**src/rtl/serial_adder_pkg.sv**
```systemverilog
// Shared definitions for the serial adder: FSM state encoding and default sizing.
package serial_adder_pkg;

  typedef enum logic [1:0] {
    StIdle = 2'd0,
    StRun  = 2'd1,
    StDone = 2'd2
  } state_e;

  localparam int unsigned DefaultWidth        = 32;
  localparam int unsigned DefaultBitsPerCycle = 1;

endpackage

```
**src/rtl/serial_adder_if.sv**
```systemverilog
// Handshake/operand bundle of the serial adder. Optional sub port under SERIAL_ADDER_SUB_EN.
interface serial_adder_if
  import serial_adder_pkg::*;
#(
  parameter int unsigned WIDTH = DefaultWidth
);

  logic             start;
  logic [WIDTH-1:0] a;
  logic [WIDTH-1:0] b;
  logic             ci;
`ifdef SERIAL_ADDER_SUB_EN
  logic             sub;
`endif
  logic             busy;
  logic             done;
  logic [WIDTH-1:0] s;
  logic             co;
  logic             ovf;

`ifdef SERIAL_ADDER_SUB_EN
  modport master (output start, a, b, ci, sub, input busy, done, s, co, ovf);
  modport slave  (input start, a, b, ci, sub, output busy, done, s, co, ovf);
`else
  modport master (output start, a, b, ci, input busy, done, s, co, ovf);
  modport slave  (input start, a, b, ci, output busy, done, s, co, ovf);
`endif

endinterface

```
**src/rtl/serial_adder_add_chunk.sv**
```systemverilog
// Combinational BITS-wide ripple of one-bit full-adder cells; also exposes the
// carry into the top bit so the caller can form signed overflow.
module serial_adder_add_chunk #(
  parameter int unsigned BITS = 1
) (
  input  logic [BITS-1:0] a,
  input  logic [BITS-1:0] b,
  input  logic            ci,
  output logic [BITS-1:0] sum,
  output logic            co,
  output logic            c_top
);

  logic [BITS:0] c;

  always_comb begin
    c    = '0;
    sum  = '0;
    c[0] = ci;
    for (int i = 0; i < BITS; i++) begin
      sum[i]   = a[i] ^ b[i] ^ c[i];
      c[i+1]   = (a[i] & b[i]) | (c[i] & (a[i] ^ b[i]));
    end
    co    = c[BITS];
    c_top = c[BITS-1];
  end

endmodule

```
**src/rtl/serial_adder.sv**
```systemverilog
// Multi-cycle adder summing BITS_PER_CYCLE bits per clock with a registered carry.
// Define SERIAL_ADDER_SUB_EN to add the sub port (a - b).
module serial_adder
  import serial_adder_pkg::*;
#(
  parameter int unsigned WIDTH          = DefaultWidth,
  parameter int unsigned BITS_PER_CYCLE = DefaultBitsPerCycle
) (
  input logic           clk,
  input logic           reset_n,
  serial_adder_if.slave bus
);

  localparam int unsigned N    = WIDTH / BITS_PER_CYCLE;
  localparam int unsigned CntW = $clog2(N + 1);
  localparam logic [CntW-1:0] LastCnt = CntW'(N - 1);

  state_e                    state_q;
  logic                      busy_q, done_q, co_q, ovf_q, carry_q;
  logic [WIDTH-1:0]          a_q, b_q, res_q, s_q;
  logic [CntW-1:0]           cnt_q;
  logic [WIDTH-1:0]          b_eff, res_next;
  logic                      ci_eff;
  logic [BITS_PER_CYCLE-1:0] chunk_sum;
  logic                      chunk_co, chunk_ctop;

`ifdef SERIAL_ADDER_SUB_EN
  // Subtraction is a + ~b + 1; ci is ignored while sub is set.
  assign b_eff  = bus.sub ? ~bus.b : bus.b;
  assign ci_eff = bus.sub | bus.ci;
`else
  assign b_eff  = bus.b;
  assign ci_eff = bus.ci;
`endif

  serial_adder_add_chunk #(
    .BITS (BITS_PER_CYCLE)
  ) u_add_chunk (
    .a     (a_q[BITS_PER_CYCLE-1:0]),
    .b     (b_q[BITS_PER_CYCLE-1:0]),
    .ci    (carry_q),
    .sum   (chunk_sum),
    .co    (chunk_co),
    .c_top (chunk_ctop)
  );

  // New chunk enters at the top; after N shifts the result is LSB-aligned.
  always_comb begin
    res_next = res_q >> BITS_PER_CYCLE;
    res_next[WIDTH-1 -: BITS_PER_CYCLE] = chunk_sum;
  end

  always_ff @(posedge clk) begin
    if (!reset_n) begin
      state_q <= StIdle;
      busy_q  <= 1'b0;
      done_q  <= 1'b0;
      a_q     <= '0;
      b_q     <= '0;
      carry_q <= 1'b0;
      res_q   <= '0;
      cnt_q   <= '0;
      s_q     <= '0;
      co_q    <= 1'b0;
      ovf_q   <= 1'b0;
    end else begin
      done_q <= 1'b0;
      case (state_q)
        StIdle: begin
          if (bus.start) begin
            a_q     <= bus.a;
            b_q     <= b_eff;
            carry_q <= ci_eff;
            cnt_q   <= '0;
            busy_q  <= 1'b1;
            state_q <= StRun;
          end
        end
        StRun: begin
          a_q     <= a_q >> BITS_PER_CYCLE;
          b_q     <= b_q >> BITS_PER_CYCLE;
          carry_q <= chunk_co;
          res_q   <= res_next;
          cnt_q   <= cnt_q + 1'b1;
          if (cnt_q == LastCnt) begin
            s_q     <= res_next;
            co_q    <= chunk_co;
            ovf_q   <= chunk_ctop ^ chunk_co;
            done_q  <= 1'b1;
            busy_q  <= 1'b0;
            state_q <= StDone;
          end
        end
        StDone:  state_q <= StIdle;
        default: state_q <= StIdle;
      endcase
    end
  end

  assign bus.busy = busy_q;
  assign bus.done = done_q;
  assign bus.s    = s_q;
  assign bus.co   = co_q;
  assign bus.ovf  = ovf_q;

endmodule
```
**src/flat_wrapper.sv**
```systemverilog
// flat-port wrapper written by rule: the top's interface ports become plain ports
module serial_adder_flat import serial_adder_pkg::*;
#(
  parameter int unsigned WIDTH          = DefaultWidth,
  parameter int unsigned BITS_PER_CYCLE = DefaultBitsPerCycle
)
  (clk, reset_n, bus_start, bus_a, bus_b, bus_ci, bus_busy, bus_done, bus_s, bus_co, bus_ovf);
  serial_adder_if #(.WIDTH(WIDTH)) bus_i ();
  input logic clk;
  input logic reset_n;
  input wire logic [$bits(bus_i.start)-1:0] bus_start;
  input wire logic [$bits(bus_i.a)-1:0] bus_a;
  input wire logic [$bits(bus_i.b)-1:0] bus_b;
  input wire logic [$bits(bus_i.ci)-1:0] bus_ci;
  output wire logic [$bits(bus_i.busy)-1:0] bus_busy;
  output wire logic [$bits(bus_i.done)-1:0] bus_done;
  output wire logic [$bits(bus_i.s)-1:0] bus_s;
  output wire logic [$bits(bus_i.co)-1:0] bus_co;
  output wire logic [$bits(bus_i.ovf)-1:0] bus_ovf;
  assign bus_i.start = bus_start;
  assign bus_i.a = bus_a;
  assign bus_i.b = bus_b;
  assign bus_i.ci = bus_ci;
  assign bus_busy = bus_i.busy;
  assign bus_done = bus_i.done;
  assign bus_s = bus_i.s;
  assign bus_co = bus_i.co;
  assign bus_ovf = bus_i.ovf;
  serial_adder #(.WIDTH(WIDTH), .BITS_PER_CYCLE(BITS_PER_CYCLE)) u_core (.clk(clk), .reset_n(reset_n), .bus(bus_i));
endmodule
```
**config.mk**
```make
export PLATFORM = sky130hd
export DESIGN_NAME = serial_adder_flat
export DESIGN_NICKNAME = d
export VERILOG_FILES = /design/src/rtl/serial_adder_pkg.sv /design/src/rtl/serial_adder_if.sv /design/src/rtl/serial_adder_add_chunk.sv /design/src/rtl/serial_adder.sv /design/src/flat_wrapper.sv
export SDC_FILE = /design/constraint.sdc
export NUM_CORES = 1
export LEC_CHECK = 0
export CORE_MARGIN = 1
export CORE_UTILIZATION = 52
export CTS_CLUSTER_DIAMETER = 30
export DETAILED_ROUTE_END_ITERATION = 12
export MAX_ROUTING_LAYER = met4
export PLACE_DENSITY = 0.76
export SLEW_MARGIN = 20
export SYNTH_ARGS = -nofsm -noshare
export SYNTH_HDL_FRONTEND = slang
export SYNTH_SLANG_ARGS = --single-unit
```
**constraint.sdc**
```tcl
create_clock -name clk -period 1.6 [get_ports clk]
set_input_delay 0.32 -clock clk [delete_from_list [all_inputs] [get_ports clk]]
set_output_delay 0.32 -clock clk [all_outputs]
set_load 0.05 [all_outputs]
```
Yosys cells after proc, flatten, opt, wreduce, memory -nomap -nowiden. Index checks and enable logic that the tools add are counted.

Input bits: 68. Latch bits: 0. Output and inout bits: 36. Memories: 0. Register bits: 141. Bits in writable memories: 0. Word-level logic and storage cells: 44. Bits in read-only memories: 0.

Add/subtract/negate cells: 1. $lt $le $gt $ge: 0. Multiply operators: 0. Reductions and logical operators: 7. Divide/modulo/power cells: 0. Multiplexer cells: 15. Equal/unequal tests: 4. Bitwise gates (word level): 6. Shifts and indexed selects: 0.

Operators by type and width (number): case mux 32 bit (2 select lines) (2); 2-to-1 mux 32 bit (2); case mux 6 bit (2 select lines) (1); AND reduction 2 bit (4); adder 6 x 1 -> 6 bit (second input constant) (1); equality test 6 x 5 -> 1 bit (second input constant) (1); 2-to-1 mux 6 bit (1); 2-to-1 mux 1 bit (4); 2-to-1 mux 2 bit (2); case mux 1 bit (2 select lines) (2); case mux 2 bit (2 select lines) (1); AND reduction 3 bit (1); bitwise XOR 1 bit (3); bitwise AND 1 bit (2); equality test 2 x 1 -> 1 bit (second input constant) (1); logical NOT 2 bit (1); != test 2 x 1 -> 1 bit (second input constant) (1); != test 2 bit (second input constant) (1); nonzero test 2 bit (1); bitwise OR 1 bit (1).

Longest topological paths before layout. Gate-level depths: netlist (run 1).

Word-level depth: 4. Depth in mapped cells: 6. Depth with buffers taken out: 4.

Cells and area by module. Synthesis (run 1) repeated with hierarchy kept, for this count alone.

Cell total of the unflattened synthesis: 688. Area, all modules: 5595.4 µm².

By module, submodules not included: serial_adder (sequential area each 2802.7 µm², instances 1, cells each 686, area an instance 5567.8 µm²); serial_adder_add_chunk (sequential area each 0.0 µm², instances 1, cells each 2, area an instance 27.5 µm²).

Worst setup path after synthesis (run 1). No wires, ideal clock.

Path type: register to register. Start point: register u_core.cnt_q[0]. End point: register u_core.s_q[10] (netlist: u_core.bus.s[10]). Required time: 1.528 ns. Buffers on the path: 2. Clock period less this slack: 1.442 ns. Data arrival time: 1.370 ns. Setup time: 0.072 ns. Stages on the path, launching flop included: 7. Path slack: 0.158 ns. Cells stage by stage: dfxtp_1 > ha_1 > and3b_1 > and2_1 > buf_4 > buf_6 > mux2i_1.

Cells in the longest elaborated chain, start to end: 2.

RTL lines: start, declared (line serial_adder.sv:21) `logic [CntW-1:0] cnt_q;`; start signal, assigned (line serial_adder.sv:84) `cnt_q <= cnt_q + 1'b1;`; equality test 6 x 5 -> 1 bit (line serial_adder.sv:85) `if (cnt_q == LastCnt) begin`; AND reduction 2 bit (no line); end signal, assigned (line serial_adder.sv:86) `s_q <= res_next;`; end, declared (line serial_adder.sv:20) `logic [WIDTH-1:0] a_q, b_q, res_q, s_q;`.

No other way between the ends. A chain may end at the register's enable or synchronous reset.

Final worst setup path (run 1).
Start point: register u_core.cnt_q[0]. End point: register u_core.s_q[3] (netlist: u_core.bus.s[3]).

The elaborated chain is that of the path after synthesis.

==> results of run 1 <==
logic make-up (layout without fill, tap and decap cells):
kind of cell             Yosys count  after routing  share of synthesized area
AND/OR/NAND/NOR                  287            287                     0.2032
flip-flops                       140            140                     0.4979
AO/OA/AOI/OAI                    106            106                     0.1716
buffers and inverters             55            158                    0.05779
multiplexers                      35             35                    0.06224
adder cells (fa/ha/maj)            2              2                   0.005779
XOR/XNOR                           1              1                   0.001556
placed cells by master, fill, tap and decap left out, types with 2 or more instances in the layout:
cell type and count:
or3_1 2, nand3_1 12, o221ai_1 36, dfxtp_1 140
a21oi_1 31, clkinv_2 2, clkbuf_1 2, buf_12 11
clkinvlp_4 5, and3_1 2, nand2b_1 2, a31oi_1 2
buf_4 50, clkbuf_16 16, a21boi_0 5, clkdlybuf4s50_1 66
o221ai_2 27, clkbuf_8 2, nor2_1 127, o21ai_0 2
nand2_1 133, mux2i_1 35
metal layers:
| layer | vias to the layer above | global-route usage | wire length, microns |
|---|---|---|---|
| met5 | - | - | 0 |
| met4 | 0 | 0.08631 | 162 |
| met3 | 17 | 0.03985 | 384 |
| met2 | 98 | 0.3739 | 5885 |
| met1 | 2230 | 0.2751 | 5598 |
| li1 | 2339 | - | - |
per-stage QoR:
| step | util | instance area (sq um) |
|---|---|---|
| after floorplan | - | 5629 |
| after global placement | 0.6478 | 6748 |
| after detailed placement | 0.6478 | 6748 |
| after CTS | 0.6987 | 7278 |
| after global routing | 0.6990 | 7281 |
| final | 0.6990 | 7281 |
critical path, cell delays in order (launching register included):
cell and delay (ns):
dfxtp_1 0.34, ha_1 0.23, and3b_2 0.24, and2_4 0.19
buf_12 0.19, mux2i_1 0.24
how the worst max path moves through the flow:
stage                                            start                            end  slack (ns)  cells past startpoint
after floorplan           u_core.cnt_q[0]$_SDFFE_PN0P_  u_core.bus.s[10]$_SDFFE_PN0P_        0.16                      6
after detailed placement                     bus_start    u_core.b_q[13]$_SDFFE_PN0P_       -0.21                      5
final                     u_core.cnt_q[0]$_SDFFE_PN0P_   u_core.bus.s[3]$_SDFFE_PN0P_        0.09                      5
after global routing      u_core.cnt_q[0]$_SDFFE_PN0P_   u_core.bus.s[3]$_SDFFE_PN0P_        0.02                      5
after global placement                       bus_start    u_core.b_q[16]$_SDFFE_PN0P_       -0.18                      5
after CTS                 u_core.cnt_q[0]$_SDFFE_PN0P_   u_core.bus.s[3]$_SDFFE_PN0P_        0.05                      5
flip-flops by register name (all words and copies together), names as in the netlist, 2 cells and up:
name,flops
u_core.a_q,32
u_core.b_q,32
u_core.bus.s,32
u_core.res_q,31
u_core.cnt_q,6
u_core.state_q,2
layout make-up:
class	count	share of cell area
Clock buffer	20	0.05980
Clock inverter	10	0.01306
Inverter	1	0.0005156
Multi-Input combinational cell	431	0.3458
Sequential cell	140	0.3849
Tap cell	136	0.02337
Timing Repair Buffer	127	0.1725
power groups by stage:
stage,logic (mW),registers (mW),clock network (mW)
2_1_floorplan,0.542,3.83,0
3_3_place_gp,0.853,3.84,0
5_1_grt,0.968,3.79,3.72
6_report,0.882,3.77,3.50
4_1_cts,0.885,3.77,3.56
3_5_place_dp,0.876,3.84,0
==> results.md, run 1 <==
* Iter 0 DRT Violations at 343
* Clock latency on the worst-skew pair at 0.50 ns
* Max cap viols at 0
* Port Buffers at 103
* Flop-to-flop setup slack at 0.09 ns
* FF-to-FF End: u_core.bus.s[3]$_SDFFE_PN0P_
* Total grt overflow at 0
* Dominant synthesized flop cell: dfxtp_1
* WL/cell at 13.91 microns
* Cell Pwr Density at 1120 nW/um^2
* Site Rows at 37
* Core ar. at 10,420 sq um
* DRC Markers at 0
* YS warnings at 0
* Global-route wire length before repair at 20,070 microns
* Die area at 11,250 sq um
* Top cells by area, synth: dfxtp_1 (50%), nand2_1 (8.9%), nor2_1 (8.5%)
* GRT Overall Usage at 0.2258
* Total Neg Setup Slack at 0 ns
* Num CTS Buffers at 17
* Worst EP arrival at 1.93 ns
* Slew margin rel. at 0.6859
* DP HPWL at 7692 microns
* RSZ-0062 raised after global routing: no
* Synth Cell Area at 5629 sq um
* Worst r2r src: u_core.cnt_q[0]$_SDFFE_PN0P_
* Number of global-route vias before repair at 4,455
* Clk network pwr share at 0.430
* Multi-input logic area at 2517 sq um
* Pins Over Slew Limit at 0
* Worst R2R Path Depth at 5
* Layout area overhead at 29.34%
* CP max FO at 20
* CTS tree: done
* Sequential Power Share at 0.462
* Worst EP required at 2.01 ns
* Final nets at 788
* WHS at 0.2755 ns
* Unique masters post-synth at 33
* Slew @ Worst Pin at 0.4711 ns
* Async set or reset register ratio after synthesis at 0
* Initial Util at 0.5404
* Synth Register Bits at 140
* Sequential cell area fraction in the yosys report at 0.4979
* CP Class: reg2reg
* Status: completed
* Clock buffer depth at 2
* Drt pass-1 iters at 4
* Most common cell in the netlist: dfxtp_1
* I/O pin cnt at 104
* Top-area cell type share of the netlist area at 0.4979
* Number of setup buffers added after CTS at 0
* Htree depth at 4
* Final Hold Violating Endpoints at 0
* Sw frac at 0.2425
* Sw power at 1.978 mW
* Number of synthesized flops with an enable pin at 0
* Power Total at 8.158 mW
* Placed cells at 835
* Crit share post-route at 0.9464
* Logic pwr share at 0.108
* Layout cells sized above 1 at 0.1687
* Post-Place Worst Slack at -0.2091 ns
* Final wirelength at 12,030 microns
* Initial antenna violation count at 0
* Biggest area consumer among synthesized cells: dfxtp_1
* Hold Crit Depth at 3
* Placer Congestion at 0.8081
* Worst Skew at 0.01005 ns
* CP Launch Type: flip-flop
* Worst-path clk slew at 0.06 ns
* Cell Count, Final, Fillers Out at 865
* Largest net degree at the start of global routing at 53
* # resized after CTS at 0
* Vias per cell at 5.415
* Fillers at 810
* Syn Area/Cell at 8.992 sq um
* Min Clock Period, post-route at 1.514 ns
* Final ANT Viol Nets at 0
* Die Y-Extent at 106.0 microns
* Register area at 2803 sq um
* Die X-Extent at 106.0 microns
* Via count at 4,684
* Top cells by count, synth: dfxtp_1 (140), nand2_1 (133), nor2_1 (127)
* Antenna cells at 0
* Peak VDD IR at 544.2 uV
* Syn nets at 696
* Fmax at 660.4 MHz
* Hold_sp: reset_n
* CTS Root Buffer Type: clkbuf_8
* Leakage at 2.674 nW
* Hold Path Class: in2reg
* CTS sink cnt at 140
* Pint at 6.179 mW
* Worst Hold Path EP: u_core.res_q[14]$_SDFFE_PN0P_
* Post-CTS Hold Buffers at 0
* Final worst slack at 0.08577 ns
* Synth Instances at 626
* Final setup vio count at 0
* Crit end category: flip-flop
Note: power is estimated with default switching activity, not from simulation.
==> run 2: changes to the inputs <==
--- a/config.mk
+++ b/config.mk
@@ -5,12 +5,14 @@
 export SDC_FILE = /design/constraint.sdc
 export NUM_CORES = 1
 export LEC_CHECK = 0
+export CELL_PAD_IN_SITES_DETAIL_PLACEMENT = 0
+export CELL_PAD_IN_SITES_GLOBAL_PLACEMENT = 2
 export CORE_MARGIN = 1
-export CORE_UTILIZATION = 52
+export CORE_UTILIZATION = 28
 export CTS_CLUSTER_DIAMETER = 30
 export DETAILED_ROUTE_END_ITERATION = 12
 export MAX_ROUTING_LAYER = met4
-export PLACE_DENSITY = 0.76
+export PLACE_DENSITY = 0.72
 export SLEW_MARGIN = 20
 export SYNTH_ARGS = -nofsm -noshare
 export SYNTH_HDL_FRONTEND = slang
==> constraint.sdc (replaced) <==
create_clock -name clk -period 1.3 [get_ports clk]
set_input_delay 0.26 -clock clk [delete_from_list [all_inputs] [get_ports clk]]
set_output_delay 0.26 -clock clk [all_outputs]
set_load 0.05 [all_outputs]
==> results.md, run 2 (synthesis results as in run 1) <==
* Site Rows at 51 (+38%)
* Die area at 20,680 sq um (+84%)
* RSZ-0062 raised after global routing: yes
* Power Total at 10.64 mW (+30%)
* CP Buf/Inv Count at 1 (unchanged)
* Leakage at 2.944 nW (+10%)
* CTS sink cnt at 140 (unchanged)
* Final worst slack at -0.07482 ns (-0.1606 ns)
* Drt pass-1 iters at 7 (+3)
* CP max FO at 14 (-30%)
* Post-CTS Hold Buffers at 0 (unchanged)
* Crit path cell chain: and4b_4, and2_4, buf_12, mux2i_1
* CP Class: reg2reg
* Antenna cells at 0 (unchanged)
* CTS Root Buffer Type: clkbuf_16
* Status: complete, but fails checks
* Placed cells at 977 (+17%)
* Htree depth at 4 (unchanged)
* Total grt overflow at 0 (unchanged)
* WL/cell at 13.74 microns (-1.2%)
* Setup crit start: u_core.state_q[1]$_SDFFE_PN0P_
* CP Launch Type: flip-flop
* DP HPWL at 8983 microns (+17%)
* Core ar. at 19,590 sq um (+88%)
* Layout area overhead at 47.12%
* Most frequent cells in the layout: dfxtp_1 (136), nand2_1 (133), nor2_1 (127)
* Post-Place Worst Slack at -0.4785 ns (-0.2694 ns)
* Final Hold Violating Endpoints at 0 (unchanged)
* Min Clock Period, post-route at 1.375 ns (-0.1394 ns)
* Hold Path Class: in2reg
* Die X-Extent at 143.8 microns (+36%)
* Die Y-Extent at 143.8 microns (+36%)
* Max incr delay on CP at 0.36 ns (+0.02 ns)
* Crit share post-route at 1.058 (+0.1112)
* Worst r2r src: u_core.state_q[1]$_SDFFE_PN0P_
* Commonest non-fill, non-tap cell in the layout: dfxtp_1
* CTS tree: done
* Worst EP required at 1.64 ns (-0.37 ns)
* DRC Markers at 0 (unchanged)
* Number of global-route vias before repair at 4,543 (+2.0%)
* Peak VDD IR at 778.1 uV (+43%)
* Clock latency on the worst-skew pair at 0.42 ns (-0.08 ns)
* Placed inst area at 7547 sq um (+12%)
* Cell Pwr Density at 1285 nW/um^2 (+15%)
* Cell Count, Final, Fillers Out at 1,012 (+17%)
* Total Neg Setup Slack at -3.452 ns (-3.452 ns)
* CP delay by family, top: simple AND/OR/NAND/NOR gates
* Initial antenna violation count at 0 (unchanged)
* Largest net degree at the start of global routing at 40 (-25%)
* Crit end category: flip-flop
* Slew @ Worst Pin at 0.2501 ns (-0.2210 ns)
* Worst EP arrival at 1.72 ns (-0.21 ns)
* Port Buffers at 103 (unchanged)
* Slowest cell on crit path: dfxtp_4
* Layout cells sized above 1 at 0.2155 (+0.04680)
* Global-route wire length before repair at 22,380 microns (+11%)
* Final wirelength at 13,910 microns (+16%)
* I/O pin cnt at 104 (unchanged)
* GRT Overall Usage at 0.1436 (-0.08227)
* Slew margin rel. at 0.8333 (+0.1473)
* Placer Congestion at 0.7481 (-7.4%)
* Via count at 4,726 (+0.90%)
* Initial Util at 0.2873 (-0.2531)
* Worst Skew at 0.009714 ns (-0.0003382 ns)
* Pins Over Slew Limit at 0 (unchanged)
* Failing checks: negative setup slack
* Iter 0 DRT Violations at 256 (-25%)
* Max cap viols at 0 (unchanged)
* Clock buffer depth at 2 (unchanged)
* Final setup vio count at 89 (+89)
* Hold_sp: reset_n
* Final ANT Viol Nets at 0 (unchanged)
* Num CTS Buffers at 17 (unchanged)
* Worst-path clk slew at 0.06 ns (about the same)
* Fmax at 727.4 MHz (+10%)
* Vias per cell at 4.670 (-14%)
* Final instance area at 8282 sq um (+14%)
* Final nets at 804 (+2.0%)
* Number of setup buffers added after CTS at 0 (unchanged)
run 2: final timing paths:
kind                                    to  slack (ns)  cells after the start
max reg2reg   u_core.bus.s[7]$_SDFFE_PN0P_       -0.07                      4
min reg2reg   u_core.res_q[1]$_SDFFE_PN0P_        0.47                      2
min          u_core.bus.s[17]$_SDFFE_PN0P_        0.22                      3
max           u_core.bus.s[7]$_SDFFE_PN0P_       -0.07                      4
run 2: metrics by stage:
stage	hold slack, ns	util
floorplan	0.4049	-
global placement	0.4500	0.3853
detailed placement	0.4589	0.3853
CTS	0.2045	0.4178
global route	0.2291	0.4228
finish	0.2208	0.4228
run 2: final cells by class:
class / instances / area (sq um)
fill: 1882 / 11310
sequential: 140 / 2810
multi-input combinational: 431 / 2631
timing repair buffer: 143 / 1922
clock buffer: 18 / 439.2
tap: 265 / 331.6
clock inverter: 14 / 143.9
inverter: 1 / 3.754
run 2: routing by layer:
metal  GRT usage  part of all wire  vias to the layer above
met5           -                 0                        -
met4     0.06551             0.015                        0
met3     0.03066             0.038                       17
met2      0.2305              0.48                       97
met1      0.1719              0.46                     2240
li1            -                 -                     2372
run 2: repair_timing:
action,CTS,global route
gates cloned,1,2
resized for setup,8,9
endpoints found under the setup margin,105,109
pin swaps,4,1
run 2: worst register-to-register path: stages (launching register included):
cell,delay (ns)
dfxtp_4,0.36
and4b_4,0.32
and2_4,0.23
buf_12,0.18
mux2i_1,0.20
run 2: report_power, final:
group          leakage [nW]  internal, mW  total [mW]  switching, mW
Clock                 0.286          2.88        4.79           1.91
Combinational          1.51         0.600        1.20          0.602
Sequential             1.15          4.51        4.65          0.146
Total                  2.94          7.98        10.6           2.66
==> run 3: changes to the inputs <==
--- a/config.mk
+++ b/config.mk
@@ -7,6 +7,7 @@
 export LEC_CHECK = 0
 export CELL_PAD_IN_SITES_DETAIL_PLACEMENT = 0
 export CELL_PAD_IN_SITES_GLOBAL_PLACEMENT = 2
+export CORE_ASPECT_RATIO = 0.75
 export CORE_MARGIN = 1
 export CORE_UTILIZATION = 28
 export CTS_CLUSTER_DIAMETER = 30
==> constraint.sdc (replaced) <==
create_clock -name clk -period 1.3 [get_ports clk]
set_input_delay 0.13 -clock clk [delete_from_list [all_inputs] [get_ports clk]]
set_output_delay 0.13 -clock clk [all_outputs]
set_load 0.05 [all_outputs]
==> results.md, run 3 (synthesis results as in run 1) <==
* Status: complete, but fails checks
* Failing checks: design-rule violations, negative setup slack
* Htree depth at 4 (unchanged)
* DP HPWL at 8919 microns (-0.71%)
* Port Buffers at 103 (unchanged)
* CTS tree: done
* CP Class: reg2reg
* Cell Pwr Density at 1320 nW/um^2 (+2.8%)
* Iter 0 DRT Violations at 270 (+5.5%)
* Clock latency on the worst-skew pair at 0.41 ns (about the same)
* Met2 Use GR at 0.2134 (-0.01709)
* Layout cells sized above 1 at 0.2441 (+0.02857)
* Final worst slack at -0.09684 ns (-0.02203 ns)
* GR Util met1 at 0.1866 (+0.01475)
* CTS sink cnt at 140 (unchanged)
* RSZ-0062 raised after global routing: yes
* Min Clock Period, post-route at 1.397 ns (+0.02203 ns)
* Num CTS Buffers at 17 (unchanged)
* WHS at 0.2355 ns (+0.01475 ns)
* Via count at 4,749 (+0.49%)
* Crit end category: flip-flop
* Grt met3 use at 0.04226 (+0.01161)
* Final Hold Violating Endpoints at 0 (unchanged)
* Initial antenna violation count at 0 (unchanged)
* Worst r2r src: u_core.state_q[1]$_SDFFE_PN0P_
* Worst EP required at 1.61 ns (-0.03 ns)
* Clock buffer depth at 2 (unchanged)
* Site Rows at 44 (-14%)
* Logic pwr share at 0.118 (+0.005)
* Total grt overflow at 0 (unchanged)
* Final nets at 819 (+1.9%)
* Layout area overhead at 53.08%
* Clk network pwr share at 0.472 (+0.022)
* Max cap viols at 0 (unchanged)
* Total Neg Setup Slack at -4.875 ns (-1.422 ns)
* Drt pass-1 iters at 9 (+2)
* Worst-path clk slew at 0.06 ns (about the same)
* Sw power at 2.569 mW (-3.3%)
* Die X-Extent at 165.7 microns (+15%)
* I/O pin cnt at 104 (unchanged)
* Worst Skew at 0.005403 ns (-0.004311 ns)
* Core ar. at 19,540 sq um (-0.24%)
* CTS Root Buffer Type: clkbuf_16
* Placer Congestion at 0.7820 (+4.5%)
* Crit share post-route at 1.074 (+0.01694)
* Final setup vio count at 91 (+2.2%)
* Global-route wire length before repair at 23,370 microns (+4.4%)
* Slew margin rel. at 0.7987 (-0.03455)
* GRT Overall Usage at 0.1445 (+0.0009924)
* Fmax at 715.9 MHz (-1.6%)
* Final wirelength at 14,810 microns (+6.5%)
* Die Y-Extent at 124.8 microns (-13%)
* Slew @ Worst Pin at 0.3019 ns (+0.05182 ns)
* Worst EP arrival at 1.70 ns (-0.02 ns)
* Setup crit start: u_core.state_q[1]$_SDFFE_PN0P_
* Initial Util at 0.2880 (+0.0006807)
* CP max FO at 9 (-5)
* Hold Path Class: in2reg
* Antenna cells at 0 (unchanged)
* Vias per cell at 4.679 (+0.19%)
* Util after Layout at 0.4409 (+0.01816)
* GRT busiest layer: met2
* Commonest non-fill, non-tap cell in the layout: dfxtp_1
* WL/cell at 14.59 microns (+6.2%)
* Pins Over Slew Limit at 0 (unchanged)
* DRC Markers at 4 (+4)
* Largest net degree at the start of global routing at 58 (+45%)
* Sequential Power Share at 0.410 (-0.027)
* CP Launch Type: flip-flop
* Peak VDD IR at 688.7 uV (-11%)
* Sw frac at 0.2258 (-0.02393)
* Number of global-route vias before repair at 4,585 (+0.92%)
* Most frequent cells in the layout: dfxtp_1 (135), nand2_1 (133), nor2_1 (127)
* Die area at 20,680 sq um (about the same)
* Post-CTS Hold Buffers at 0 (unchanged)
* Pint at 8.809 mW (+10%)
* Hold_sp: reset_n
* Leakage at 3.107 nW (+5.5%)
* Final ANT Viol Nets at 0 (unchanged)
[run 3: cell types whose count changed in the layout (fill, tap and decap cells not counted), sizes merged]
cell / previous run / this run
inv: 3 / 1
bufinv: 2 / 5
buf: 75 / 84
or3b: 1 / 2
clkbuf: 20 / 32
clkinvlp: 2 / 0
nand2b: 3 / 4
clkinv: 8 / 1
[run 3: worst max-delay path, cell delays in order, from the launching register on]
cell and delay (ns):
dfxtp_2 0.35, or3b_4 0.51, clkbuf_16 0.21, o221ai_2 0.15, nor2_1 0.07
[run 3: area by class of cell]
cell class                 count  area, sq um
multi-input combinational    433         2726
tap                          253        316.6
clock buffer                  26        499.2
inverter                       1        3.754
timing repair buffer         156         2105
sequential                   140         2811
clock inverter                 6        155.1
fill                        1853        10930
[run 3: layer usage]
| metal | wire [microns] | share of wire | up-vias |
|---|---|---|---|
| li1 | - | - | 2409 |
| met1 | 7426 | 0.50 | 2243 |
| met2 | 6742 | 0.46 | 89 |
| met3 | 539 | 0.036 | 8 |
| met4 | 104 | 0.0070 | 0 |
| met5 | 0 | 0 | - |
[run 3: worst paths after layout]
kind / to / cells past startpoint / slack [ns]
max: u_core.a_q[30]$_SDFFE_PN0P_ / 4 / -0.1
min: u_core.b_q[25]$_SDFFE_PN0P_ / 4 / 0.24
min reg2reg: u_core.res_q[1]$_SDFFE_PN0P_ / 2 / 0.46
max reg2reg: u_core.a_q[30]$_SDFFE_PN0P_ / 4 / -0.1
[run 3: per-stage QoR]
stage / instance area, sq um / instances / total power [mW] / setup WS [ns]
6_report: 8617 / 1015 / 11.38 / -0.09684
5_1_grt: 8617 / 1015 / 11.87 / -0.1423
4_1_cts: 8305 / 1003 / 11.39 / -0.08768
3_5_place_dp: 7535 / 967 / 5.905 / -0.3541
3_3_place_gp: 7535 / 967 / 5.881 / -0.3279
2_1_floorplan: 5709 / 626 / 5.402 / -0.06739
[run 3: timing repair]
action,CTS,global route
pin swaps,3,36
cloned,2,9
endpoints found under the setup margin,118,126
resized for setup,13,25
setup buffers,2,3
[run 3: power by group through the flow]
stage | Clock (mW) | Sequential (mW) | Combinational [mW]
finish | 5.38 | 4.66 | 1.34
global route | 5.72 | 4.69 | 1.47
CTS | 5.53 | 4.65 | 1.21
detailed placement | 0 | 4.74 | 1.17
global placement | 0 | 4.73 | 1.15
floorplan | 0 | 4.72 | 0.684
